--- src/rtl/mem_arbiter_pkg.sv ---
// ----------------------------------------------------------------------------
// mem_arbiter_pkg : shared state and owner types for the memory arbiter
// Rev 1.0
// ----------------------------------------------------------------------------
`default_nettype none

package mem_arbiter_pkg;

    typedef enum logic [1:0] {
        MEM_ARB__IDLE  = 2'd0,
        MEM_ARB__ISSUE = 2'd1,
        MEM_ARB__WAIT  = 2'd2,
        MEM_ARB__RESP  = 2'd3
    } mem_arb_state_t;

    typedef enum logic {
        MEM_ARB_OWNER__FETCH = 1'b0,
        MEM_ARB_OWNER__DATA  = 1'b1
    } mem_arb_owner_t;

endpackage

`default_nettype wire

--- src/rtl/mem_arb_pick.sv ---
// ----------------------------------------------------------------------------
// mem_arb_pick : combinational winner selection between fetch and data
// Rev 1.0 -- round-robin tie break under MEM_ARB_ROUND_ROBIN_EN
// ----------------------------------------------------------------------------
`default_nettype none

module mem_arb_pick
    import mem_arbiter_pkg::*;
(
    input  logic if_req,
    input  logic d_req,
    input  logic last_owner,
    output logic any_req,
    output logic pick_data
);

    assign any_req = if_req || d_req;

`ifdef MEM_ARB_ROUND_ROBIN_EN
    // On a tie, serve whoever was not served last.
    assign pick_data = d_req && (!if_req || (last_owner != MEM_ARB_OWNER__DATA));
`else
    logic unused_last;
    assign unused_last = last_owner;
    assign pick_data   = d_req;
`endif

endmodule

`default_nettype wire

--- src/rtl/mem_arbiter.sv ---
// ----------------------------------------------------------------------------
// mem_arbiter : fetch/data arbiter onto a single memory port with timeout abort
// Rev 1.0 -- define MEM_ARB_ROUND_ROBIN_EN for round-robin tie breaking
// ----------------------------------------------------------------------------
`default_nettype none

module mem_arbiter
    import mem_arbiter_pkg::*;
#(
    parameter int ADDR_W  = 32,
    parameter int DATA_W  = 32,
    parameter int TIMEOUT = 255
) (
    input  logic                clk,
    input  logic                reset,
    input  logic                if_req,
    input  logic [ADDR_W-1:0]   if_addr,
    output logic                if_gnt,
    output logic                if_rvalid,
    output logic [DATA_W-1:0]   if_rdata,
    input  logic                d_req,
    input  logic                d_we,
    input  logic [ADDR_W-1:0]   d_addr,
    input  logic [DATA_W-1:0]   d_wdata,
    input  logic [DATA_W/8-1:0] d_wstrb,
    output logic                d_gnt,
    output logic                d_rvalid,
    output logic [DATA_W-1:0]   d_rdata,
    output logic                mem_valid,
    output logic                mem_we,
    output logic [ADDR_W-1:0]   mem_addr,
    output logic [DATA_W-1:0]   mem_wdata,
    output logic [DATA_W/8-1:0] mem_wstrb,
    input  logic                mem_ready,
    input  logic                mem_rvalid,
    input  logic [DATA_W-1:0]   mem_rdata,
    output logic                busy,
    output logic                err_timeout
);

    localparam int               CNT_W    = $clog2(TIMEOUT + 1);
    localparam logic [CNT_W-1:0] CNT_LAST = CNT_W'(TIMEOUT - 1);

    mem_arb_state_t   state;
    mem_arb_owner_t   owner;
    logic [CNT_W-1:0] count;

    logic              any_req;
    logic              pick_data;
    logic              grant;
    logic              in_flight;
    logic              take_rsp;
    logic              abort;
    logic              finish;
    logic [DATA_W-1:0] resp_data;

    mem_arb_pick u_pick (
        .if_req     (if_req),
        .d_req      (d_req),
        .last_owner (owner),
        .any_req    (any_req),
        .pick_data  (pick_data)
    );

    assign grant  = (state == MEM_ARB__IDLE) && !reset && any_req;
    assign d_gnt  = grant && pick_data;
    assign if_gnt = grant && !pick_data;
    assign busy   = (state != MEM_ARB__IDLE);

    // A real response in the final counted cycle beats the abort.
    assign in_flight = (state == MEM_ARB__ISSUE) || (state == MEM_ARB__WAIT);
    assign take_rsp  = (state == MEM_ARB__WAIT) && mem_rvalid;
    assign abort     = in_flight && (count == CNT_LAST) && !take_rsp;
    assign finish    = take_rsp || abort;
    assign resp_data = take_rsp ? mem_rdata : '0;

    always_ff @(posedge clk or posedge reset) begin
        if (reset) begin
            state       <= MEM_ARB__IDLE;
            owner       <= MEM_ARB_OWNER__FETCH;
            count       <= '0;
            mem_valid   <= 1'b0;
            mem_we      <= 1'b0;
            mem_addr    <= '0;
            mem_wdata   <= '0;
            mem_wstrb   <= '0;
            if_rvalid   <= 1'b0;
            d_rvalid    <= 1'b0;
            if_rdata    <= '0;
            d_rdata     <= '0;
            err_timeout <= 1'b0;
        end else begin
            err_timeout <= abort;
            if_rvalid   <= finish && (owner == MEM_ARB_OWNER__FETCH);
            d_rvalid    <= finish && (owner == MEM_ARB_OWNER__DATA);
            if (finish && (owner == MEM_ARB_OWNER__FETCH)) begin
                if_rdata <= resp_data;
            end
            if (finish && (owner == MEM_ARB_OWNER__DATA)) begin
                d_rdata <= resp_data;
            end

            unique case (state)
                MEM_ARB__IDLE: begin
                    if (grant) begin
                        state     <= MEM_ARB__ISSUE;
                        count     <= '0;
                        mem_valid <= 1'b1;
                        if (pick_data) begin
                            owner     <= MEM_ARB_OWNER__DATA;
                            mem_we    <= d_we;
                            mem_addr  <= d_addr;
                            mem_wdata <= d_wdata;
                            mem_wstrb <= d_wstrb;
                        end else begin
                            owner     <= MEM_ARB_OWNER__FETCH;
                            mem_we    <= 1'b0;
                            mem_addr  <= if_addr;
                            mem_wdata <= '0;
                            mem_wstrb <= '0;
                        end
                    end
                end
                MEM_ARB__ISSUE, MEM_ARB__WAIT: begin
                    count <= count + 1'b1;
                    if (finish) begin
                        state     <= MEM_ARB__RESP;
                        mem_valid <= 1'b0;
                    end else if ((state == MEM_ARB__ISSUE) && mem_ready) begin
                        state     <= MEM_ARB__WAIT;
                        mem_valid <= 1'b0;
                    end
                end
                MEM_ARB__RESP: begin
                    state <= MEM_ARB__IDLE;
                end
                default: begin
                    state <= MEM_ARB__IDLE;
                end
            endcase
        end
    end

endmodule

`default_nettype wire
--- config.mk ---
export PLATFORM = sky130hd
export DESIGN_NAME = mem_arbiter
export DESIGN_NICKNAME = d
export VERILOG_FILES = /design/src/rtl/mem_arbiter_pkg.sv /design/src/rtl/mem_arb_pick.sv /design/src/rtl/mem_arbiter.sv
export SDC_FILE = /design/constraint.sdc
export NUM_CORES = 1
export LEC_CHECK = 0
export ABC_AREA = 0
export CORE_MARGIN = 10
export CORE_UTILIZATION = 30
export CTS_CLUSTER_SIZE = 25
export DETAILED_ROUTE_END_ITERATION = 12
export HOLD_SLACK_MARGIN = 0.15
export MAX_ROUTING_LAYER = met4
export SYNTH_ARGS = -nofsm -noshare
export SYNTH_HDL_FRONTEND = slang
export SYNTH_SLANG_ARGS = --single-unit
--- constraint.sdc ---
create_clock -name clk -period 13.59 [get_ports clk]
set_input_delay 2.718 -clock clk [delete_from_list [all_inputs] [get_ports clk]]
set_output_delay 2.718 -clock clk [all_outputs]
set_load 0.05 [all_outputs]
==> results.md <==
- Outcome: finished clean
- Post-DRT Antenna Nets: 0
- Hold buffer count at cts: 0
- CTS tree: done
- Post-detail-place hpwl: about 17 mm
- WL/cell: approximately 20 um
- #FFs+latches synth: approximately 150
- Dpl cells: about 1100
- Yosys cell types: 36
- Psw: between 0.001 and 0.0015 W
- Residual DRC count: 0
- Total grt overflow: 0
- Drt first pass iters: 4
- Leak pwr: approximately 4.3 nW
- First-pass GRT wire length: roughly 36 mm
- Async set-reset flop share out of synthesis: 1.00
- Post-CTS Setup Bufs: 0
- Switch share: 0.478
- Worst Max-Slew Pin Slew: approximately 0.84 ns
- Total die area: 29400 um2
- R2r setup slk: ~11 ns
- Die X: ~170 um
- Max-slew violations: 0
- Core Box Area: between 20000 and 25000 um2
- Storage cell area: between 3000 and 4000 um2
- Clock Latency Late Sink: 0.42 ns
- Port buffer count: 278
- Gpl congestion: about 0.76
- RSZ-0062 raised after global routing: false
- Util after Layout: 0.458
- Ant diodes: 0
- Endpoints failing hold: 0
- Final setup violating endpoints: 0
- Syn_area_per_cell: 11.1 um2
- CP max FO: 71
- TritonCTS Buffers: 17
- Mapped cell area: approximately 7000 um2
- Clock sinks: between 100 and 150
- Largest net degree at the start of global routing: slightly above 80
- PostCTS Resize Cnt: 0
- Crit Path Class: in -> out
- Row cnt: 55
- Crit. Startpoint: d_req
- Clk_skew: roughly 0.013 ns
- Mapped Nets: about 760
- Total GRT Usage: 0.160
- Part of the power in registers: 0.283
- Initial antenna violation count: 0
- H-tree levels: 4
- Fmax: ~0.12 GHz
- Element type at the critical path end: output port
- Die Ht: 171 um
- Fin Hold WS: 0.502 ns
- # IOs: approximately 280
- Clock network power share: 0.169
- Crit path to: d_gnt
- Max_slew headroom: 0.439
- Fin crit share: 0.601
- Post-synthesis cell count: between 600 and 700
- Finished Layout Cells: between 1000 and 1500
- Fillcell total: approximately 2100
- Number of synthesized flops with an enable pin: 0
- DR vias: slightly below 6000
- Pwr dens: 254 nW/um2
- Peak VDD IR: 0.105 mV
- Hold Crit Class: reg -> reg
- CTS Buffer Depth: 2
- WP data required: approximately 11 ns
- Commonest non-fill, non-tap cell in the layout: clkdlybuf4s50_1
- Area of the multi-input gates: 2710 um2
- Starting density of the core: 0.304
- Total Neg Setup Slack: 0 ns
- Most frequent cells in the layout: clkdlybuf4s50_1, dfrtp_1, a21o_1, nand2_1, inv_1
- Critical path arrival: roughly 5.5 ns
- Min Clock Period, post-route: a little over 8 ns
- Total routed wirelength: approximately 24 mm
- FF-to-FF End: if_rdata[21]
- Seq/Total Area, Yosys: 0.539
- Synth warn: 0
- Final Net Count: roughly 1000
- Share of cells above drive strength 1: 0.0602
- Number of DRC markers in iteration 0: 379
- Area Growth Syn to Fin: 50.5%
- Primary FF master, synth: dfrtp_1
- Vias per cell: 5.04
- Logic pwr share: 0.548
- Reg clk slew, reported paths: about 0.060 ns
- Root Driver: clkbuf_16
- Vias in the first global route: 5999
- Startpoint Class: input port
- Worst R2R Path Depth: 6
- Max Cap Viol: 0
- Crit Reg-Reg Startpoint: state[1]
- Internal power: between 0.001 and 0.0015 W
[critical path: stages]
cell and delay (ns):
clkdlybuf4s50_1 0.46, buf_4 0.37, and3_2 0.25, buf_4 0.63, clkdlybuf4s50_1 0.95
[cells in the mapped netlist, types with 2 or more instances]
library cell	number	area (um2)
inv_1	41	154
nand2b_1	5	31.3
o21ba_2	2	20.0
nand3b_1	4	30.0
buf_6	7	78.8
nand4_1	8	50.1
a2111o_1	2	22.5
o2111ai_1	2	17.5
a221o_1	32	320
o21ai_0	35	175
a21o_1	58	435
clkbuf_1	32	120
o211ai_1	26	195
buf_2	17	85.1
a22o_1	37	324
a2111oi_0	2	17.5
dfrtp_1	148	3700
ha_1	6	75.1
nand3_1	32	160
nor2_1	5	18.8
nor4b_1	32	280
a21oi_1	2	10.0
mux2i_1	26	260
buf_4	4	30.0
nand2_1	43	161
[flip-flops by register name (all words and copies together), names as in the netlist, 2 cells and up]
register	count
count	8
d_rdata	32
if_rdata	32
mem_addr	32
mem_wdata	32
mem_wstrb	4
state	2
[layout make-up]
| type | instances | share of cell area |
|---|---|---|
| clock buffer | 18 | 0.0415 |
| clock inverter | 14 | 0.0115 |
| inverter | 41 | 0.0154 |
| multi-input combinational | 370 | 0.262 |
| sequential | 148 | 0.358 |
| tap | 285 | 0.0345 |
| timing repair buffer | 289 | 0.277 |
[how the worst min path moves through the flow]
stage / startpoint / slack [ns] / depth (start not counted) / end
after floorplan: count[6] / 0.54 / 2 / count[6]
after global placement: if_rdata[2] / 0.48 / 1 / if_rdata[2]
after detailed placement: d_rdata[23] / 0.49 / 1 / d_rdata[23]
after CTS: if_rdata[5] / 0.51 / 1 / if_rdata[5]
after global routing: mem_wdata[18] / 0.52 / 1 / mem_wdata[18]
final: if_rdata[5] / 0.50 / 1 / if_rdata[5]
[layer usage]
layer	vias to the layer above	global-route usage	routed length, um
li1	2786	-	-
met1	2810	0.197	10700
met2	257	0.232	10000
met3	14	0.0768	2860
met4	0	0.0393	240
met5	-	-	0
[per-stage QoR]
| stage | area [um2] | setup slack (ns) | power [W] |
|---|---|---|---|
| 6_report | 10300 | 5.42 | 0.00263 |
| 3_3_place_gp | 9790 | 5.42 | 0.00219 |
| 4_1_cts | 10300 | 5.44 | 0.00266 |
| 2_1_floorplan | 6870 | 4.19 | 0.00171 |
| 5_1_grt | 10300 | 5.32 | 0.00277 |
| 3_5_place_dp | 9790 | 5.45 | 0.00220 |
[cell families (layout without fill, tap and decap cells)]
logic type / Yosys count / count (layout) / share of synthesized area
AO/OA/AOI/OAI: 202 / 202 / 0.229
flip-flops: 148 / 148 / 0.539
AND/OR/NAND/NOR: 136 / 136 / 0.115
buffers and inverters: 101 / 362 / 0.0681
multiplexers: 26 / 26 / 0.0379
adder cells (fa/ha/maj): 6 / 6 / 0.0109
[power by group through the flow]
stage | registers, W | logic, W | clock network (W)
finish | 0.000743 | 0.00144 | 0.000445
global route | 0.000766 | 0.00152 | 0.000481
floorplan | 0.00126 | 0.000452 | 0
global placement | 0.000743 | 0.00145 | 0
detailed placement | 0.000748 | 0.00145 | 0
CTS | 0.000743 | 0.00146 | 0.000461
(Power assumes the default switching activity.)
==> edit 1 (same flow settings) <==
Make the reset (`reset`) synchronous in one clocked block.
--- a/src/rtl/mem_arbiter.sv
+++ b/src/rtl/mem_arbiter.sv
@@ -76,3 +76,3 @@
 
-    always_ff @(posedge clk or posedge reset) begin
+    always_ff @(posedge clk) begin
         if (reset) begin
Behaviour: differs if reset is asserted again (counterexample within 4 cycles, from zero or initial values and one cycle with reset high); with reset held inactive, the same outputs for 4 cycles.
==> edit 1 against the original RTL <==
- design area is 15% lower
- first-iteration DRC count is 38% lower
- critical path depth is 1 higher
- register-to-register slack better by 0.43 ns
- setup slack better by 0.24 ns
- non-clock buffer count is 2 lower
- synthesized area is 24% lower
- highest routed layer unchanged
- fmax is 3.0% higher
- critical endpoint unchanged
- routed wire length is 22% lower
- sequential cell count stayed put
- sequential share of layout area is 2.2 points lower
Power is not compared: it rests on default switching activity, and its combinational part moved more than twofold at a synthesized area within 25%.
==> edit 1: results (changes against the original RTL) <==
Result of the run: finished clean
Met1 usage in global routing: 18.29% (-1.5 points)
Share of flip-flops with an asynchronous set or reset: 0% (-100 points)
Start of the worst register-to-register path: state[0]
Syn nets: 648 (-15%)
Iteration count of the initial detailed-routing pass: 5 (+1)
Reg-to-reg setup timing slack: 11.48 ns (+0.43 ns)
Pre-CTS setup slack: 5.652 ns (+0.1988 ns)
Sequential share of the synthesized area: 56.48% (+2.6 points)
Unique cell type count in the Yosys netlist: 37 (+2.8%)
Global placer's final weighted congestion: 0.8368 (+10%)
Net count of the finished layout: 912 (-9.9%)
GR met3 Demand/Resource: 6.661% (-1.0 points)
Pin count of the biggest net entering global routing: 84 (+2.4%)
Hold Startpoint: mem_addr[18]
Wl on met1: 8121 um (-24%)
Met2 wire len: 8795 um (-12%)
Detailed router's first-iteration violation count: 235 (-38%)
Worst rel slew slack: 14.35% (-30 points)
Total via count in the routed design: 4868 (-17%)
Mux cell area share after synthesis: 3.625% (-0.16 points)
Met3 wire length: 1572 um (-45%)
Fin Clk Skew: 0.009023 ns (-0.003861 ns)
R2r endpoint: count[4]
Vias in the first global route: 5198 (-13%)
Compound-cell area share of the yosys netlist: 25.71% (+2.8 points)
edit 1: cell types whose count changed in the layout (fill, tap and decap cells not counted), sizes merged, moves of 31 or more:
cell,change
nor4b,-31
nor2,+57
inv,-38
a221o,-32
a21o,-57
dfxtp,+148
a22oi,+50
dfrtp,-148
edit 1: worst min-delay path: stages, from the launching register on:
cell     delay [ns]
dfxtp_1        0.30
nand2_1        0.05
a21oi_1        0.05
edit 1: logic make-up (layout without fill, tap and decap cells):
| group | Yosys count | in the layout |
|---|---|---|
| AOI/OAI and AO/OA | 179 | 179 |
| DFF | 148 | 148 |
| and+or+nand+nor | 101 | 101 |
| buffers and inverters | 50 | 327 |
| muxes | 19 | 19 |
| adders and majority gates | 6 | 6 |
edit 1: worst min-delay path by stage:
stage | depth (start not counted) | slack, ns | end
after floorplan | 2 | 0.45 | count[7]
after global placement | 2 | 0.44 | mem_addr[9]
after detailed placement | 2 | 0.44 | mem_addr[13]
after CTS | 2 | 0.45 | mem_addr[13]
after global routing | 2 | 0.47 | mem_addr[13]
final | 2 | 0.45 | mem_addr[18]
edit 1: final cells by class:
class	instances	area [sq um]	share of cell area, %
Sequential cell	148	2963	33.68
Tap cell	225	281.5	3.200
Timing Repair Buffer	287	2845	32.34
Inverter	8	30.03	0.3413
Clock inverter	13	151.4	1.721
Multi-Input combinational cell	305	2083	23.68
Clock buffer	19	442.9	5.035
edit 1: through the flow:
step / instance area [sq um] / std cells / hold WS (ns)
after floorplan: 5246 / 503 / 0.4522
after global placement: 8203 / 973 / 0.4378
after detailed placement: 8203 / 973 / 0.4427
after CTS: 8797 / 1005 / 0.4513
after global routing: 8797 / 1005 / 0.4712
final: 8797 / 1005 / 0.4476
==> edit 2 (same settings) <==
Made on the original files. The option `MEM_ARB_ROUND_ROBIN_EN` is turned on by a define.
--- a/src/rtl/mem_arb_pick.sv
+++ b/src/rtl/mem_arb_pick.sv
@@ -5,2 +5,4 @@
 `default_nettype none
+
+`define MEM_ARB_ROUND_ROBIN_EN
 
Formal check against the unedited RTL: not equivalent (Yosys sat finds a counterexample within 10 cycles, from zero or initial values and one cycle with reset high).
==> edit 2 against the original RTL <==
- total power grew 2.6%
- global-route usage grew 0.36 points
- sequential power decreased by 0.9%
- sequential share of layout area up 0.080 points
- sequential cell count unchanged
- critical path depth stayed put
- synthesized area decreased by 0.84%
- routed wire length is essentially flat
- highest routed layer unchanged
- setup slack improved by 0.27 ns
- largest cell class unchanged
- design area down 0.29%
- clock skew decreased by 0.0038 ns
==> edit 2: results (changes against the original RTL) <==
Post-Synthesis Cells: 613 (-0.97%)
Met1 usage in global routing: 19.58% (-0.16 points)
Unique cell type count in the Yosys netlist: 38 (+5.6%)
GR met3 Demand/Resource: 8.364% (+0.69 points)
Critical path's largest stage delay: 0.89 ns (-0.06 ns)
Net count of the finished layout: 1008 (-0.40%)
Internal power consumption: 1.428 mW (+4.1%)
Global placer's final weighted congestion: 0.7789 (+2.8%)
Met2 wire len: 10520 um (+5.0%)
Part of the total power dissipated in the clock network: 18.6% (+1.7 points)
Launch point of the critical path: reset
Min cycle time layout: 7.898 ns (-0.2687 ns)
Worst rel slew slack: 40.23% (-3.7 points)
Leakage: 4.084 nW (-4.7%)
Fraction of layout cells with a size suffix above 1: 6.050% (+0.028 points)
Area after DPL: 9696 sq um (-1.0%)
Antenna violations before repair: 1 (+1)
Pin count of the biggest net entering global routing: 92 (+12%)
Placed wire-length estimate after detailed placement: 16630 um (+0.44%)
Timing endpoint of the critical path: if_gnt
Final hold slack: 0.4962 ns (-0.005830 ns)
Vias in the first global route: 6031 (+0.53%)
Result of the run: finished clean
Iteration count of the initial detailed-routing pass: 5 (+1)
Hold Startpoint: if_rdata[13]
Detailed router's first-iteration violation count: 373 (-1.6%)
Post-Synth Adder-Cell Area: 1.102% (+0.0092 points)
Detailed-route wire length per cell: 20.54 um (+0.25%)
Total via count in the routed design: 5858 (-0.15%)
Overall global routing resource usage: 16.38% (+0.36 points)
Reg-to-reg setup timing slack: 10.61 ns (-0.44 ns)
Cell count after placement: 1129 (-0.35%)
R2r endpoint: mem_addr[19]
Global-route wire length before repair: 35920 um (about the same)
Compound-cell area share of the yosys netlist: 29.01% (+6.1 points)
-- edit 2: cell types whose count changed in the layout (fill, tap and decap cells not counted), sizes merged, moves of 3 or more --
cell    unedited run  this run
inv               49        12
a21boi             0        32
nor4b             32         0
mux2i             26         0
nand2b             5        30
o21ai             35        54
o211ai            26        42
nand2             43        52
a21o              58        50
nand4              9         2
bufinv             0         3
-- edit 2: worst register-to-register path: cells and delay by family, from the launching register on --
family / cells / cell delay (ns)
adders and majority gates: 1 / 0.41
and+or+nand+nor: 2 / 1.05
buffers and inverters: 2 / 0.71
DFF: 1 / 0.42
AOI/OAI and AO/OA: 1 / 0.34
-- edit 2: layout make-up --
class,count,area (sq um)
clock buffers,19,442.9
flip-flops and latches,148,3705
clock inverters,13,171.4
multi-input cells,401,2745
fillers,2116,12190
repair buffers,288,2858
well taps,285,356.6
diodes,1,2.502
inverters,7,31.28
